--- config.mk ---
export PLATFORM = sky130hd
export DESIGN_NAME = sico_play_arbiter
export DESIGN_NICKNAME = d
export VERILOG_FILES = /design/src/rtl/sico_arb_pkg.sv /design/src/rtl/sico_rr_pick.sv /design/src/rtl/sico_play_arbiter.sv
export SDC_FILE = /design/constraint.sdc
export NUM_CORES = 1
export LEC_CHECK = 0
export ABC_AREA = 1
export CORE_MARGIN = 4
export CORE_UTILIZATION = 30
export DETAILED_ROUTE_END_ITERATION = 12
export GPL_ROUTABILITY_DRIVEN = 0
export PLACE_DENSITY_LB_ADDON = 0.3
export SETUP_SLACK_MARGIN = 0.4
export SYNTH_ARGS = -nofsm -noshare
export SYNTH_HDL_FRONTEND = slang
export SYNTH_SLANG_ARGS = --single-unit
--- constraint.sdc ---
create_clock -name clk_i -period 1.95 [get_ports clk_i]
set_input_delay 0.39 -clock clk_i [delete_from_list [all_inputs] [get_ports clk_i]]
set_output_delay 0.39 -clock clk_i [all_outputs]
set_load 0.05 [all_outputs]
--- src/rtl/sico_arb_pkg.sv ---
// sico_arb_pkg
// Shared types for the playback-stream arbiter.
//   arb_state_t : ARB  - free round-robin search from ptr+1
//                 LOCK - last winner keeps the grant while it still requests
package sico_arb_pkg;

    typedef enum logic {
        ARB  = 1'b0,
        LOCK = 1'b1
    } arb_state_t;

endpackage

--- src/rtl/sico_rr_pick.sv ---
// sico_rr_pick
// Combinational rotating priority pick: first set bit of req at or above
// start, wrapping at N-1 back to 0.
// Ports:
//   req   in  N         request vector
//   start in  $clog2(N) first index searched
//   grant out N         one-hot grant, zero when nothing requests
//   found out 1         any request present
//   idx   out $clog2(N) encoded index of the grant (0 when not found)
module sico_rr_pick #(
    parameter int N = 2
) (
    input  logic [N-1:0]         req,
    input  logic [$clog2(N)-1:0] start,
    output logic [N-1:0]         grant,
    output logic                 found,
    output logic [$clog2(N)-1:0] idx
);

    localparam int IW = $clog2(N);

    logic [IW-1:0] j;

    always_comb begin
        grant = '0;
        found = 1'b0;
        idx   = '0;
        j     = '0;
        for (int k = 0; k < N; k++) begin
            // modulo keeps the wrap correct for non-power-of-2 N
            j = IW'((int'(start) + k) % N);
            if (!found && req[j]) begin
                found    = 1'b1;
                idx      = j;
                grant[j] = 1'b1;
            end
        end
    end

endmodule

--- src/rtl/sico_play_arbiter.sv ---
// sico_play_arbiter
// Round-robin merge of N valid/hold playback streams into one registered
// output stream, with optional burst locking and per-source enables.
// Ports:
//   clk_i    in  1          clock
//   rst_i    in  1          asynchronous reset, active high
//   en_i     in  N          per-source enable (disabled sources never win)
//   data_i   in  N*WIDTH    source data, source i at [i*WIDTH +: WIDTH]
//   valid_i  in  N          source valid
//   hold_o   out N          per-source hold, 1 = not accepted this cycle
//   data_o   out WIDTH      merged data (registered)
//   valid_o  out 1          merged valid (registered)
//   src_o    out $clog2(N)  source index of data_o (registered)
//   hold_i   in  1          consumer hold, 1 = keep current word
//
// state | meaning
// ------+-------------------------------------------------------------
// ARB   | round-robin search starting at ptr+1
// LOCK  | lock_src keeps the grant while requesting, burst not yet used up
module sico_play_arbiter
    import sico_arb_pkg::*;
#(
    parameter int N     = 2,
    parameter int WIDTH = 32,
    parameter int BURST = 1
) (
    input  logic                 clk_i,
    input  logic                 rst_i,
    input  logic [N-1:0]         en_i,
    input  logic [N*WIDTH-1:0]   data_i,
    input  logic [N-1:0]         valid_i,
    output logic [N-1:0]         hold_o,
    output logic [WIDTH-1:0]     data_o,
    output logic                 valid_o,
    output logic [$clog2(N)-1:0] src_o,
    input  logic                 hold_i
);

    localparam int IW = $clog2(N);
    localparam int CW = $clog2(BURST + 1);
    localparam logic [CW-1:0] BURST_C = CW'(BURST);

    arb_state_t    state, state_nxt;
    logic [IW-1:0] ptr;
    logic [IW-1:0] lock_src;
    logic [CW-1:0] burst_cnt;
    logic [CW-1:0] cnt_nxt;

    logic [N-1:0]  req;
    logic          can_load;
    logic [IW-1:0] start;
    logic [N-1:0]  pick_grant;
    logic          pick_found;
    logic [IW-1:0] pick_idx;
    logic          lock_ok;
    logic [N-1:0]  grant;
    logic [IW-1:0] g_idx;
    logic          load;

    assign req      = valid_i & en_i;
    assign can_load = ~valid_o | ~hold_i;
    assign start    = (ptr == IW'(N - 1)) ? '0 : ptr + 1'b1;

    sico_rr_pick #(.N(N)) u_pick (
        .req   (req),
        .start (start),
        .grant (pick_grant),
        .found (pick_found),
        .idx   (pick_idx)
    );

    // The search result doubles as the same-cycle fallback when the locked
    // source stops requesting, so a lock never costs a bubble.
    always_comb begin
        lock_ok = (state == LOCK) && req[lock_src];
        grant   = pick_grant;
        g_idx   = pick_idx;
        if (lock_ok) begin
            grant           = '0;
            grant[lock_src] = 1'b1;
            g_idx           = lock_src;
        end
        load    = (lock_ok | pick_found) & can_load;
        cnt_nxt = lock_ok ? burst_cnt + 1'b1 : CW'(1);
        hold_o  = rst_i ? '1 : ~(grant & {N{can_load}});
    end

    always_comb begin
        state_nxt = state;
        case (state)
            ARB: begin
                if (load)
                    state_nxt = (cnt_nxt < BURST_C) ? LOCK : ARB;
            end
            LOCK: begin
                if (load)
                    state_nxt = (cnt_nxt < BURST_C) ? LOCK : ARB;
                else if (!req[lock_src])
                    state_nxt = ARB;
            end
            default: state_nxt = ARB;
        endcase
    end

    always_ff @(posedge clk_i or posedge rst_i) begin
        if (rst_i)
            state <= ARB;
        else
            state <= state_nxt;
    end

    always_ff @(posedge clk_i or posedge rst_i) begin
        if (rst_i) begin
            valid_o   <= 1'b0;
            data_o    <= '0;
            src_o     <= '0;
            ptr       <= IW'(N - 1);
            lock_src  <= '0;
            burst_cnt <= '0;
        end else if (load) begin
            valid_o   <= 1'b1;
            data_o    <= data_i[int'(g_idx)*WIDTH +: WIDTH];
            src_o     <= g_idx;
            ptr       <= g_idx;
            lock_src  <= g_idx;
            burst_cnt <= cnt_nxt;
        end else if (valid_o && !hold_i) begin
            valid_o <= 1'b0;
        end
    end

endmodule

==> summary.md <==
| Metric | Value |
|---|---|
| Insertion delay to the later sink of the worst-skew pair | `0.29 ns` |
| Proportion of synthesized flip-flops having asynchronous set or reset | `1.00` |
| Global routing usage summed across all routing layers | `0.144` |
| Worst setup path category | `flip-flop to output port` |
| Kind of end point of the critical path | `output port` |
| Width of the chip | `102 um` |
| PortBufs | `106` |
| Count of cell types in the netlist | `23` |
| Static leakage | `2.13 nW` |
| Number of diodes added for antenna fixing | `0` |
| Run status | `complete, no violations` |
| Power Dens Cells | `718 nW/um^2` |
| TritonCTS Buffers | `5` |
| Maximum root-to-sink buffer count | `2` |
| Max Freq | `545 MHz` |
| Critical-path maximum fanout | `3` |
| Combined area of the multi-input logic cells | `1360 um^2` |
| Number of DRC markers after the initial detailed-route iteration | `71` |
| Post-Syn Instances | `306` |
| Final hold viol count | `0` |
| TritonCTS clock tree | `built` |
| Synth top cells by count | `sky130_fd_sc_hd__inv_1 (70), sky130_fd_sc_hd__nand2_1 (53), sky130_fd_sc_hd__dfrtp_1 (36), sky130_fd_sc_hd__nand3_1 (36), sky130_fd_sc_hd__nand2_4 (33)` |
| Post-Syn Nets | `377` |
| Pin count of the biggest net entering global routing | `38` |
| Initial antenna violation count | `0` |
| Post-synthesis area per instance | `8.62 um^2` |
| Relative max-transition margin | `0.676` |
| Total length of routed wires | `7.43 mm` |
| Part of the Yosys area used for sequential elements | `0.351` |
| CP Data Required Time | `1.56 ns` |
| Number of global-route vias before repair | `2414` |
| Layout area overhead | `59.2%` |
| Flop and latch count out of synthesis | `37` |
| Setup repair after global routing missed its margin | `yes` |
| Number of enable flip-flop cells after synthesis | `0` |
| # setup viols final | `0` |
| Wirelength per Cell | `13.9 um` |
| Total power consumption of the routed design | `3.02 mW` |
| Wire length of the first global-routing pass | `11.7 mm` |
| Max rail drop VDD | `0.292 mV` |
| Area of all placed cells without fillers | `4200 um^2` |
| Post-synth top area share | `0.341` |
| Reported max-cap violation count | `0` |
| Post-detailed-placement cell area | `3890 um^2` |
| Sinks on the clock net | `37` |
| Starting utilization of the core area | `0.315` |
| Floorplan die area | `10400 um^2` |
| Number of fill cells | `812` |
| Floorplan Core Area | `8380 um^2` |
| Post-layout min period | `1.84 ns` |
| Number of warnings printed during yosys synthesis | `0` |
| Register-to-Register Path Depth | `12` |
| Total DRC errors in the routed layout | `0` |
| Setup clock skew after layout | `0.0108 ns` |
| Placement Rows | `33` |
| Proportion of layout cells with a drive suffix above 1 | `0.418` |
| Cells taking the most area after synthesis | `sky130_fd_sc_hd__dfrtp_1 (34%), sky130_fd_sc_hd__nand2_4 (14%), sky130_fd_sc_hd__nand3_2 (11%)` |
| Sequential cell area | `930 um^2` |
| Post-CTS clock slew at the launch and capture registers of the worst setup and hold paths | `0.08 ns` |
| DP Wirelength | `4.92 mm` |
| I/O Pins | `107` |
| Total overflow reported by the global router | `0` |
| Share of the cycle needed by the critical path after routing | `0.942` |
| Most common cell in the synthesized netlist | `sky130_fd_sc_hd__inv_1` |
| Netlist area before placement | `2640 um^2` |
| Vias per cell | `4.29` |
| Deepest level of the CTS H-tree | `2` |
| Utilization of the core after routing | `0.501` |
| Slew at the pin closest to its max-slew limit | `0.486 ns` |
| Arr. time, crit path | `1.45 ns` |
| Root Buffer Master | `sky130_fd_sc_hd__clkbuf_8` |
| Vias | `2300` |
| Nets | `502` |
| Critical path launch point type | `flip-flop` |
| Leading area contributor after synthesis | `sky130_fd_sc_hd__dfrtp_1` |
| Hold WC Path Type | `primary input to asynchronous set/reset pin` |
| Final Slew Violations | `0` |
| Detailed-routing iteration count for the pre-antenna-repair pass | `4` |
| Post-route antenna net violation count | `0` |
| Most used flip-flop cell after synthesis | `sky130_fd_sc_hd__dfrtp_1` |
| Chip height | `102 um` |
-- repair_timing --
| item | CTS | global route |
|---|---|---|
| pin swaps | 3 | 4 |
| resized for setup | 85 | 33 |
| setup buffers | 2 | 5 |
| hold buffers | 0 | 0 |
| cloned | 3 | 2 |
| setup endpoints to repair | 67 | 46 |
-- cell usage in the layout, fill, tap and decap left out, drive strengths merged, types with 2 or more instances in the layout --
master / count
nand2: 106
buf: 35
o21ai: 5
nand3: 66
a21oi: 2
clkdlybuf4s15: 16
clkdlybuf4s50: 65
dfrtp: 36
inv: 71
clkbuf: 22
dlygate4sd2: 3
-- per-stage QoR --
| stage | cells | worst slack (ns) | hold WS, ns | setup TNS (ns) |
|---|---|---|---|---|
| after floorplan | 306 | 0.269 | 0.365 | 0 |
| after global placement | 517 | -0.132 | 0.465 | -3.67 |
| after detailed placement | 517 | -0.153 | 0.467 | -4.83 |
| after CTS | 529 | 0.0949 | 0.487 | 0 |
| after global routing | 536 | 0.0654 | 0.508 | 0 |
| final | 536 | 0.113 | 0.480 | 0 |
-- logic make-up (layout without fill, tap and decap cells) --
group,after synthesis,after routing,synth area share
AOI/OAI and AO/OA,7,7,0.0218
and+or+nand+nor,174,174,0.460
DFF,37,37,0.351
buffers and inverters,88,213,0.166
-- report_power, final --
group | internal, mW | switching [mW]
Sequential | 0.915 | 0.0856
Combinational | 0.537 | 0.932
Clock | 0.281 | 0.266
-- critical path: stages (launching register included) --
cell and delay, ns:
sky130_fd_sc_hd__dfstp_2 0.53, sky130_fd_sc_hd__inv_2 0.05, sky130_fd_sc_hd__o21ai_4 0.13, sky130_fd_sc_hd__nand2_4 0.08
sky130_fd_sc_hd__nand2_8 0.09, sky130_fd_sc_hd__buf_12 0.11, sky130_fd_sc_hd__nand2_8 0.04, sky130_fd_sc_hd__buf_12 0.14
-- final timing paths --
| kind | start | end | slack [ns] |
|---|---|---|---|
| max | ptr$_DFFE_PP1N_ | hold_o[0] | 0.11 |
| min | rst_i | data_o[6]$_DFFE_PP0N_ | 0.48 |
| max reg2reg | ptr$_DFFE_PP1N_ | data_o[26]$_DFFE_PP0N_ | 0.23 |
| min reg2reg | data_o[15]$_DFFE_PP0N_ | data_o[15]$_DFFE_PP0N_ | 0.48 |
| max in group asynchronous | rst_i | lock_src$_DFFE_PP0N_ | 1.12 |
| min in group clk_i | data_o[15]$_DFFE_PP0N_ | data_o[15]$_DFFE_PP0N_ | 0.48 |
-- routing by layer --
metal  part of all wire  global-route usage
met3              0.077              0.0406
met2               0.49               0.262
met1               0.42               0.170
met4             0.0058              0.0245
met5                  0                   0
-- cell type report --
type | count | area share
Timing Repair Buffer | 134 | 0.338
Multi-Input combinational cell | 181 | 0.323
Sequential cell | 37 | 0.221
Inverter | 72 | 0.0658
Tap cell | 105 | 0.0313
Clock buffer | 7 | 0.0206
-- registers in the layout (all words and copies together), names as in the netlist --
signal,count
data_o,32
burst_cnt,1
lock_src,1
ptr,1
state,1
valid_o,1
No activity file was read; power rests on OpenSTA's default activity.
